===== config.mk =====
export PLATFORM = sky130hd
export DESIGN_NAME = vend_dispense_arbiter
export DESIGN_NICKNAME = d
export VERILOG_FILES = /design/src/rtl/vend_dispense_arbiter.sv
export SDC_FILE = /design/constraint.sdc
export NUM_CORES = 1
export LEC_CHECK = 0
export ABC_CLOCK_PERIOD_IN_PS = 4800
export CORE_ASPECT_RATIO = 1.1
export CORE_MARGIN = 1.5
export CORE_UTILIZATION = 35
export DETAILED_ROUTE_END_ITERATION = 8
export DONT_BUFFER_PORTS = 1
export HOLD_SLACK_MARGIN = 0.06
export SLEW_MARGIN = 20
export SYNTH_ARGS = -nofsm -noshare
export SYNTH_HDL_FRONTEND = slang
export SYNTH_SLANG_ARGS = --single-unit
export TNS_END_PERCENT = 100

===== constraint.sdc =====
create_clock -name sys_clk -period 4.8 [get_ports sys_clk]
set_clock_uncertainty 0.05 [all_clocks]
set_input_delay 0.96 -clock sys_clk [delete_from_list [all_inputs] [get_ports sys_clk]]
set_output_delay 0.96 -clock sys_clk [all_outputs]
set_load 0.02 [all_outputs]

===== src/rtl/vend_dispense_arbiter.sv =====
// vend_dispense_arbiter
// Shares one dispense motor and one change hopper among N_LANES vending-lane
// FSMs. Waiting lanes are granted round-robin. The arbiter runs the motor for
// MOTOR_CYCLES cycles, then runs the hopper for CHANGE_CYCLES cycles if the
// lane owes change. It then returns a one-cycle ack to that lane.
//
// Ports:
//   sys_clk    rising-edge clock
//   sysRstN    asynchronous active-low reset
//   reqVend    per-lane dispense request, held until the lane's ack
//   reqChange  per-lane change-owed flag, sampled at grant
//   ackVend    one-hot, one-cycle completion pulse
//   motorOn    shared dispense motor enable
//   motorSel   one-hot chute select, nonzero only while motorOn
//   hopperOn   change hopper enable
//   busy       high whenever the arbiter is not idle
//
// Optional build macro VEND_JAM_DETECT_EN adds the following:
//   dropSense  product-drop sensor pulse input
//   jamErr     sticky jam flag output; while it is set no further grants are made
module vend_dispense_arbiter #(
  parameter int N_LANES       = 4,
  parameter int MOTOR_CYCLES  = 8,
  parameter int CHANGE_CYCLES = 4,
  parameter int CNT_W         = 8
) (
  input  logic               sys_clk,
  input  logic               sysRstN,
  input  logic [N_LANES-1:0] reqVend,
  input  logic [N_LANES-1:0] reqChange,
`ifdef VEND_JAM_DETECT_EN
  input  logic               dropSense,
  output logic               jamErr,
`endif
  output logic [N_LANES-1:0] ackVend,
  output logic               motorOn,
  output logic [N_LANES-1:0] motorSel,
  output logic               hopperOn,
  output logic               busy
);

  localparam int PTR_W = (N_LANES > 1) ? $clog2(N_LANES) : 1;
  localparam logic [PTR_W-1:0] LAST_LANE = PTR_W'(N_LANES - 1);

  typedef enum logic [1:0] {IDLE, MOTOR, CHANGE, ACK} state_t;

  state_t           state;
  logic [PTR_W-1:0] rr_ptr;
  logic [PTR_W-1:0] grant;
  logic [PTR_W-1:0] pick;
  logic [PTR_W-1:0] idx;
  logic             found;
  logic             chg_flag;
  logic [CNT_W-1:0] cnt;
  logic             vend_good;
  logic             jam_block;

`ifdef VEND_JAM_DETECT_EN
  logic drop_seen;

  // A drop pulse in the final motor cycle still counts as a good vend.
  assign vend_good = drop_seen | dropSense;
  assign jam_block = jamErr;
`else
  assign vend_good = 1'b1;
  assign jam_block = 1'b0;
`endif

  function automatic logic [N_LANES-1:0] onehot(input logic [PTR_W-1:0] lane);
    logic [N_LANES-1:0] v;
    v       = '0;
    v[lane] = 1'b1;
    return v;
  endfunction

  // Round-robin search. Start at rr_ptr, walk upward with wrap, and take the
  // first requesting lane.
  always_comb begin
    found = 1'b0;
    pick  = '0;
    idx   = rr_ptr;
    for (int i = 0; i < N_LANES; i++) begin
      if (!found && reqVend[idx]) begin
        found = 1'b1;
        pick  = idx;
      end
      idx = (idx == LAST_LANE) ? '0 : idx + 1'b1;
    end
  end

  // Sequencer with registered actuator outputs. The grant, the change flag
  // and the duration counter are latched when a lane is granted. Later
  // request activity has no effect until the arbiter returns to IDLE.
  always_ff @(posedge sys_clk or negedge sysRstN) begin
    if (!sysRstN) begin
      state    <= IDLE;
      rr_ptr   <= '0;
      grant    <= '0;
      chg_flag <= 1'b0;
      cnt      <= '0;
      ackVend  <= '0;
      motorOn  <= 1'b0;
      motorSel <= '0;
      hopperOn <= 1'b0;
      busy     <= 1'b0;
`ifdef VEND_JAM_DETECT_EN
      drop_seen <= 1'b0;
      jamErr    <= 1'b0;
`endif
    end else begin
      ackVend <= '0;
      case (state)
        IDLE: begin
          if (found && !jam_block) begin
            grant    <= pick;
            chg_flag <= reqChange[pick];
            cnt      <= CNT_W'(MOTOR_CYCLES - 1);
            motorOn  <= 1'b1;
            motorSel <= onehot(pick);
            busy     <= 1'b1;
            state    <= MOTOR;
`ifdef VEND_JAM_DETECT_EN
            drop_seen <= 1'b0;
`endif
          end
        end
        MOTOR: begin
`ifdef VEND_JAM_DETECT_EN
          drop_seen <= drop_seen | dropSense;
          if (cnt == '0 && !vend_good) jamErr <= 1'b1;
`endif
          if (cnt == '0) begin
            motorOn  <= 1'b0;
            motorSel <= '0;
            // A jammed vend skips the change payout but is still acknowledged.
            if (chg_flag && vend_good) begin
              cnt      <= CNT_W'(CHANGE_CYCLES - 1);
              hopperOn <= 1'b1;
              state    <= CHANGE;
            end else begin
              ackVend <= onehot(grant);
              state   <= ACK;
            end
          end else begin
            cnt <= cnt - 1'b1;
          end
        end
        CHANGE: begin
          if (cnt == '0) begin
            hopperOn <= 1'b0;
            ackVend  <= onehot(grant);
            state    <= ACK;
          end else begin
            cnt <= cnt - 1'b1;
          end
        end
        ACK: begin
          busy   <= 1'b0;
          rr_ptr <= (grant == LAST_LANE) ? '0 : grant + 1'b1;
          state  <= IDLE;
        end
        default: begin
          motorOn  <= 1'b0;
          motorSel <= '0;
          hopperOn <= 1'b0;
          busy     <= 1'b0;
          state    <= IDLE;
        end
      endcase
    end
  end

endmodule

# After elaboration in Yosys (flattened, before gate mapping)
# Cells that the tools add are included.
[totals]
ff_bits = 26
latchBits = 0
ramBits = 0
mem_bits_ro = 0
inputBits = 10
output_inout_bits = 11
elab_cells = 106
n_memories = 0
[op_classes]
addsub = 5
mul = 0
n_div = 0
magnitude_cmp = 8
eq_ne = 13
n_shift = 0
n_mux = 50
bitwise_logic = 0
reduce_logical = 20
[ops]
columns = ["operator", "n"]
rows = [
  ["$mux W8", 4],
  ["$pmux W8 S3", 1],
  ["$mux W2", 11],
  ["$mux W4", 5],
  ["$lt A2 B3 Y1 const B", 6],
  ["$mux W1", 16],
  ["$pmux W4 S2", 2],
  ["$eq A2 B2 Y1 const B", 6],
  ["$bmux W1 S2", 5],
  ["$ne A2 B2 Y1 const B", 5],
  ["$add A2 B1 Y2 const B", 4],
  ["$logic_not A8 Y1", 1],
  ["$pmux W2 S4", 1],
  ["$reduce_and A4 Y1", 2],
  ["$sub A8 B1 Y8 const B", 1],
  ["$pmux W1 S2", 3],
  ["$reduce_and A3 Y1", 2],
  ["$reduce_bool A2 Y1", 3],
  ["$logic_and A1 B1 Y1", 5],
  ["$demux W1 S2", 2],
  ["$ge A2 B1 Y1 const B", 2],
  ["$reduce_and A2 Y1", 2],
  ["$logic_not A1 Y1", 3],
  ["$ne A3 B3 Y1 const B", 1],
  ["3 further kinds", 3],
]

# Longest topological paths before layout
# Gate-level depths: netlist of run 1.
[depth]
depth_word = 18
ltp_mapped = 9
mapped_depth_nobuf = 8

# Worst setup path after synthesis of run 1
# Ideal clock, no wire load.
[synth_path]
path_type = "input to register"
from = "in reqVend[2]"
to = "reg cnt[2]"
setup_ns = 0.121
t_arrival_ns = 2.399
t_required_ns = 4.629
slack_ns = 2.230
path_stages = 7
path_buffers = 2
path_cell_list = "buf_2 -> mux4_1 -> inv_1 -> nand4_4 -> and2_4 -> buf_6 -> a22o_1"
[synth_via]
elab_chain_cells = 14
elab_cells_between_ends = 20
classes_between = "eq/ne: 1; mux: 12; reduce/logical: 7"
[synth_rtl]
columns = ["element", "line_no", "rtl"]
rows = [
  ["from (decl)", "29", "input logic [N_LANES-1:0] reqVend,"],
  ["$bmux W1 S2", "83", "if (!found && reqVend[idx]) begin"],
  ["$mux W1 (implied by the code)", "83", ""],
  ["$mux W1", "83", ""],
  ["$logic_not A1 Y1", "83", ""],
  ["$logic_and A1 B1 Y1", "83", ""],
  ["$mux W1", "83", ""],
  ["$logic_not A1 Y1", "83", ""],
  ["$logic_and A1 B1 Y1", "83", ""],
  ["$mux W1", "83", ""],
  ["$logic_not A1 Y1", "83", ""],
  ["$logic_and A1 B1 Y1", "83", ""],
  ["$mux W1 (*)", "83", ""],
  ["$ne A2 B2 Y1 (no source line) (*)", "n/a", ""],
  ["$reduce_and A4 Y1 (no source line) (*)", "n/a", ""],
  ["to (signal assigned)", "117", "cnt <= CNT_W'(MOTOR_CYCLES - 1);"],
  ["to (signal assigned)", "137", "cnt <= CNT_W'(CHANGE_CYCLES - 1);"],
  ["to (signal assigned)", "145", "cnt <= cnt - 1'b1;"],
  ["to (decl)", "54", "logic [CNT_W-1:0] cnt;"],
]
# Mark *: on every way between the ends. The rest lies on a longest branch, timed or not. The select of a mux whose other input is x is not followed.
# A chain may end at the register's enable or synchronous reset.

# Worst setup path after layout of run 1
[layout_path]
from = "reg rr_ptr[0]"
to = "reg chg_flag"
[layout_via]
elab_chain_cells = 14
elab_cells_between_ends = 34
classes_between = "add/sub: 3; eq/ne: 3; mux: 21; reduce/logical: 7"
[layout_rtl]
columns = ["element", "line_no", "rtl"]
rows = [
  ["from (decl)", "48", "logic [PTR_W-1:0] rr_ptr;"],
  ["from (signal assigned)", "159", "rr_ptr <= (grant == LAST_LANE) ? '0 : grant + 1'b1;"],
  ["parallel branches: the longest is 14 deep, another holds $add A2 B1 Y2", "n/a", ""],
  ["to (signal assigned)", "116", "chg_flag <= reqChange[pick];"],
  ["to (decl)", "53", "logic chg_flag;"],
]
# Several ways; the timed one is not identified. The select of a mux whose other input is x is not followed.

==> results.py, run 1 <==
metrics = {
    "detailed_routing": {
        "via_per_inst": 5.53,
        "post_drt_wl_per_cell_um": 14.8,
        "drt_wl_total_mm": 3.49,
        "drtIter0Drc": 60,
        "firstDrtPassIters": 4,
        "antenna_left": 0,
        "drc_errors": 0,
        "vias": 1299,
    },
    "cells_and_area": {
        "instances_no_fill": 235,
        "multi_input_area_mm2": 0.00103,
        "finish.utilization_pct": 37.6,
        "area.sequential_um2": 651,
        "diodes": 0,
        "fill_cells": 487,
        "layout.cells.most_common_list": "dfrtp_1 (26), inv_1 (16), o21ai_0 (13), nor2_1 (12), ha_1 (12)",
        "final_common_cell": "dfrtp_1",
        "syn2layout_area_growth_pct": 4.41,
        "drive_gt1_share_pct": 15.3,
        "nNetsFinal": 200,
        "fin_area_mm2": 0.00187,
    },
    "critical_path": {
        "startpoint": "rr_ptr[0]$_DFFE_PN0P_",
        "cp_data_required_time_ns": 4.91,
        "cp_cell_sequence": "ha_1, nor2_2, mux4_2, and2_4, a32oi_4, o211a_1, o31ai_2",
        "path_delay_family": "multiplexers",
        "cpPeakStageDelay_ns": 0.60,
        "r2r_slack_ns": 2.09,
        "critPathLaunchType": "flop",
        "crit_path_end_kind": "flop",
        "r2r_cells": 7,
        "critPathMaxFanout": 15,
        "cp.arrival_ns": 2.82,
        "crit_path_end": "chg_flag$_DFFE_PN0P_",
        "cp_slowest_cell": "mux4_2",
        "rr_endpoint": "chg_flag$_DFFE_PN0P_",
        "crit_type": "flop to flop",
        "worstReg2RegStart": "rr_ptr[0]$_DFFE_PN0P_",
        "crit_buf_inv": 0,
        "cp.depth": 7,
    },
    "timing": {
        "fin_ws_ns": 2.09,
        "rsz0062_at_grt": "false",
        "clock.fmax_mhz": 369,
        "slew_viol_final": 0,
        "setup-tns-final_ns": 0,
        "finalSetupViolCount": 0,
        "hold_viol": 0,
        "fin_crit_ns": 2.71,
        "slew-limit-headroom_pct": 69.8,
        "tightest_slew_ns": 0.448,
        "finalCritPeriodShare_pct": 56.5,
        "whs_ns": 0.318,
    },
    "pwr": {
        "vdd_ir_drop_max_v": 0.000296,
        "power_mw": 1.40,
        "total_leakage_power_nw": 0.829,
        "p_per_area_mw_per_mm2": 749,
    },
    "die": {
        "start_util_pct": 36.0,
        "fp-row-count": 27,
        "ios": 21,
        "core_mm2": 0.00497,
        "dieWidth_um": 71.1,
        "fp.dieH_um": 78.0,
        "dieArea_mm2": 0.00555,
    },
    "logic_synthesis": {
        "synth_seq_cells": 26,
        "ys_warn_count": 0,
        "yosys.cell_types.count": 53,
        "synth_ff_type": "dfrtp_1",
        "avgSynthCellArea_um2": 9.93,
        "synth_nets": 202,
        "ys_async_sr_fraction_pct": 100,
        "synth_edf_count": 0,
        "synth_seq_area_share_pct": 36.4,
        "syn_inst": 180,
        "synth.cell_area_mm2": 0.00179,
    },
    "clock_network": {
        "ctsRootBufferMaster": "clkbuf_8",
        "clock_path_buffers": 2,
        "cts_made_buffers": 3,
        "cts_tree": "done",
        "cts_sinks": 26,
        "h-tree-depth": 1,
        "insertion_delay_ns": 0.27,
        "clkTransAtPathRegs_ns": 0.09,
        "cts_resized": 0,
        "cts_setup_buffers": 0,
        "postCtsHoldBufs": 0,
    },
    "global_route": {
        "grt_max_degree": 27,
        "grt_pass1_vias": 1326,
        "grtUsageTotal_pct": 13.5,
        "antenna_found_initial": 0,
        "grt-ovfl-total": 0,
        "grt_pass1_wl_mm": 6.09,
    },
    "run": {
        "max_cap_violations": 0,
    },
    "place": {
        "pre_cts_ws_ns": 2.11,
        "gp_congestion": 0.761,
        "place_area_mm2": 0.00181,
        "post-dp-hpwl_mm": 2.62,
        "port_buffers": 0,
        "post-place-cells": 231,
    },
    "min_path": {
        "hold_path_class": "input port to asynchronous set/reset pin",
    },
    "outcome": {
        "outcome": "completed",
    },
}
[routing by layer]
layer  up-vias  routed length, um  global-route usage, %
met5         -                  0                      0
met4         0                 27                   3.96
met3         4                133                   3.12
met2        18               1730                   23.1
met1       632               1600                   16.7
li1        645                  -                      -
[power by group]
part           internal (mW)  leakage [nW]  total, mW  switching [mW]
Clock                 0.0734        0.0288      0.143          0.0695
Sequential             0.308         0.327      0.436           0.128
Combinational          0.356         0.473      0.820           0.464
Total                  0.737         0.829       1.40           0.661
[state kept, by name (all words and copies together), names as in the netlist]
name,flops
state,2
motorOn,1
grant,2
ackVend,4
chg_flag,1
cnt,8
motorSel,4
busy,1
rr_ptr,2
hopperOn,1
[Yosys cell counts, drive strengths merged (2+ instances only)]
cell type   n  area (um^2)
a32o        2         20.0
or2         2         12.5
o41ai       2         25.0
nor2b       3         18.8
o21ai      14         70.1
nor2       15         63.8
o31ai       5         47.5
mux2i       3         30.0
buf         6         45.0
ha         12          150
o21a        2         22.5
a32oi       2         36.3
o211ai      5         37.5
and2        2         17.5
mux2        4         45.0
nand4       3         33.8
inv        16         60.1
nor4        3         18.8
nor3b       2         15.0
mux4        2         48.8
dfrtp      26          651
a211oi      2         25.0
nand2       9         36.3
nand3       7         35.0
and3        5         31.3
xor2        5         43.8
a21oi       7         35.0
[worst min-delay path by stage]
| stage | to | depth (start not counted) | slack, ns | start |
|---|---|---|---|---|
| 2_1_floorplan | cnt[2]$_DFFE_PN0P_ | 1 | 0.45 | cnt[2]$_DFFE_PN0P_ |
| 3_3_place_gp | cnt[6]$_DFFE_PN0P_ | 2 | 0.48 | cnt[6]$_DFFE_PN0P_ |
| 3_5_place_dp | cnt[6]$_DFFE_PN0P_ | 2 | 0.49 | cnt[6]$_DFFE_PN0P_ |
| 4_1_cts | ackVend[0]$_DFF_PN0_ | 0 | 0.31 | sysRstN |
| 5_1_grt | ackVend[2]$_DFF_PN0_ | 0 | 0.30 | sysRstN |
| 6_report | ackVend[2]$_DFF_PN0_ | 0 | 0.32 | sysRstN |
[kinds of logic (layout without fill, tap and decap cells)]
family	count (synthesis)	after routing	share of synthesized area [%]
mux	9	9	6.93
flops	26	26	36.4
buf+inv	23	20	6.09
compound gates	49	49	21.6
xor+xnor	5	5	2.45
simple gates	56	56	18.1
fa+ha+maj	12	12	8.40
[worst register-to-register path: cells and delay by family, from the launching register on]
kind                       cells  cell delay, ns
AOI/OAI and AO/OA              3            0.57
muxes                          1            0.60
adders and majority gates      1            0.36
DFF                            1            0.55
and+or+nand+nor                2            0.47
[final cells by class]
class | count | area share, %
Sequential cell | 26 | 34.9
Tap cell | 58 | 3.89
Clock buffer | 4 | 2.95
Multi-Input combinational cell | 131 | 55.1
Inverter | 16 | 3.22
Power figures use the tool's default switching activity.
==> run 2, diff against run 1 <==
--- a/config.mk
+++ b/config.mk
@@ -5,7 +5,7 @@
 export SDC_FILE = /design/constraint.sdc
 export NUM_CORES = 1
 export LEC_CHECK = 0
-export ABC_CLOCK_PERIOD_IN_PS = 4800
+export ABC_CLOCK_PERIOD_IN_PS = 2380
 export CORE_ASPECT_RATIO = 1.1
 export CORE_MARGIN = 1.5
 export CORE_UTILIZATION = 35
==> constraint.sdc (replaced) <==
create_clock -name sys_clk -period 2.38 [get_ports sys_clk]
set_clock_uncertainty 0.05 [all_clocks]
set_input_delay 0.476 -clock sys_clk [delete_from_list [all_inputs] [get_ports sys_clk]]
set_output_delay 0.476 -clock sys_clk [all_outputs]
set_load 0.02 [all_outputs]
==> results.py, run 2 (same netlist as run 1, synthesis figures left out) <==
metrics = {
    "cells_and_area": {
        "final_common_cell": "dfrtp_1",
        "largest_register_ffs": 8,
        "fin_area_mm2": 0.00197,
        "area.sequential_um2": 651,
        "top_register": "cnt",
        "nNetsFinal": 212,
        "syn2layout_area_growth_pct": 9.94,
        "layout.cells.most_common_list": "dfrtp_1 (26), inv_1 (16), nor2_1 (12), o21ai_0 (12), ha_1 (11)",
        "multi_input_area_mm2": 0.00104,
        "fill_cells": 488,
        "drive_gt1_share_pct": 20.2,
        "diodes": 0,
        "reg.largest.list": "cnt: 8 flops, ackVend: 4 flops, motorSel: 4 flops",
    },
    "global_route": {
        "use_met1_pct": 18.3,
        "grt-ovfl-total": 0,
        "grt-busiest-layer": "met2",
        "grt_pass1_vias": 1415,
        "grtUsageTotal_pct": 14.2,
        "grt_pass1_wl_mm": 6.51,
        "grt_max_degree": 27,
        "use_met3_pct": 2.86,
        "grt.met2_usage_pct": 23.5,
        "antenna_found_initial": 0,
    },
    "pwr": {
        "seqPwrFrac_pct": 27.8,
        "p_per_area_mw_per_mm2": 1530,
        "power.share.clock_pct": 8.1,
        "sw_frac_of_total_pct": 46.3,
        "internal_power_mw": 1.62,
        "vdd_ir_drop_max_v": 0.000661,
        "switchingPower_mw": 1.39,
        "power_mw": 3.01,
        "total_leakage_power_nw": 0.884,
        "combPwrFrac_pct": 64.1,
    },
    "place": {
        "pre_cts_ws_ns": 0.0816,
        "gp_congestion": 0.844,
        "post-dp-hpwl_mm": 2.73,
        "place_area_mm2": 0.00189,
        "port_buffers": 0,
    },
    "critical_path": {
        "cp_cell_sequence": "buf_4, mux4_1, inv_1, and2_4, a32oi_4, buf_4, o41ai_1",
        "r2r_slack_ns": 0.15,
        "cp_data_required_time_ns": 2.50,
        "crit_top_cell": "buf_4",
        "cp.arrival_ns": 2.34,
        "cp_slowest_cell": "mux4_1",
        "rr_endpoint": "motorSel[1]$_DFFE_PN0P_",
        "critPathMaxFanout": 8,
        "cpPeakStageDelay_ns": 0.62,
        "worstReg2RegStart": "rr_ptr[0]$_DFFE_PN0P_",
        "critPathLaunchType": "flop",
        "r2r_cells": 7,
        "crit_type": "flop to flop",
        "crit_path_end_kind": "flop",
    },
    "die": {
        "ios": 21,
        "fp.dieH_um": 78.0,
        "core_mm2": 0.00497,
        "fp-row-count": 27,
        "dieArea_mm2": 0.00555,
        "dieWidth_um": 71.1,
        "start_util_pct": 36.0,
    },
    "detailed_routing": {
        "drc_errors": 0,
        "drtIter0Drc": 89,
        "post_drt_wl_per_cell_um": 14.5,
        "drt_wl_total_mm": 3.57,
        "via_per_inst": 5.46,
        "firstDrtPassIters": 4,
        "vias": 1342,
        "antenna_left": 0,
    },
    "clock_network": {
        "insertion_delay_ns": 0.27,
        "clkTransAtPathRegs_ns": 0.08,
        "cts_tree": "done",
        "clock_path_buffers": 2,
        "h-tree-depth": 1,
        "cts_made_buffers": 3,
        "ctsRootBufferMaster": "clkbuf_8",
        "cts_sinks": 26,
    },
    "outcome": {
        "outcome": "completed",
    },
    "min_path": {
        "min_path_cells": 2,
        "hold_path_class": "input port to flop",
        "hold_end": "chg_flag$_DFFE_PN0P_",
        "min_from": "reqChange[0]",
    },
    "timing": {
        "hold_viol": 0,
        "rsz0062_at_grt": "false",
        "finalCritPeriodShare_pct": 93.5,
        "fin_ws_ns": 0.154,
        "setup-tns-final_ns": 0,
        "slew-limit-headroom_pct": 66.4,
        "finalSetupViolCount": 0,
        "tightest_slew_ns": 0.500,
        "slew_viol_final": 0,
        "fin_crit_ns": 2.23,
        "clock.fmax_mhz": 449,
    },
    "run": {
        "max_cap_violations": 0,
    },
}
run 2: how the worst max path moves through the flow:
stage,start,to,slack [ns]
after floorplan,rr_ptr[0]$_DFFE_PN0P_,chg_flag$_DFFE_PN0P_,0.03
after global placement,rr_ptr[0]$_DFFE_PN0P_,chg_flag$_DFFE_PN0P_,0.09
after detailed placement,rr_ptr[0]$_DFFE_PN0P_,chg_flag$_DFFE_PN0P_,0.08
after CTS,rr_ptr[0]$_DFFE_PN0P_,chg_flag$_DFFE_PN0P_,0.06
after global routing,cnt[4]$_DFFE_PN0P_,cnt[0]$_DFFE_PN0P_,0.02
final,rr_ptr[0]$_DFFE_PN0P_,motorSel[1]$_DFFE_PN0P_,0.15
run 2: repair_timing:
action                                  CTS  global route
buffers inserted                          0             0
hold endpoints to repair                 26             0
endpoints found under the setup margin    0             6
hold buffers                              2             0
resized for setup                         0             3
run 2: final cells by class:
type / instances / area share (%)
multi-input combinational: 131 / 52.7
sequential: 26 / 33.1
timing repair buffer: 12 / 5.35
tap: 58 / 3.69
inverter: 16 / 3.06
clock buffer: 3 / 2.10
run 2: critical path, delay by kind of cell, from the launching register on:
kind	cells	cell delay (ns)
flip-flops	1	0.36
buffers and inverters	3	0.53
multiplexers	1	0.62
AO/OA/AOI/OAI	2	0.38
AND/OR/NAND/NOR	1	0.18
run 2: layer usage:
layer	vias up	share of wire (%)
li1	674	-
met2	29	48
met3	5	4.9
met4	0	1.4
met5	-	0
met1	634	45
run 2: stage by stage:
step / cells / hold WS [ns] / utilization [%]
floorplan: 180 / 0.130 / -
global placement: 241 / 0.131 / 38.1
detailed placement: 241 / 0.131 / 38.1
CTS: 246 / 0.432 / 39.5
global route: 246 / 0.437 / 39.6
finish: 246 / 0.432 / 39.6
run 2: power groups by stage:
stage | registers (mW) | logic (mW) | clock network, mW
after global routing | 0.867 | 2.16 | 0.267
after detailed placement | 0.847 | 1.91 | 0
after global placement | 0.846 | 1.89 | 0
final | 0.838 | 1.93 | 0.244
after CTS | 0.841 | 1.94 | 0.253
after floorplan | 0.820 | 1.48 | 0
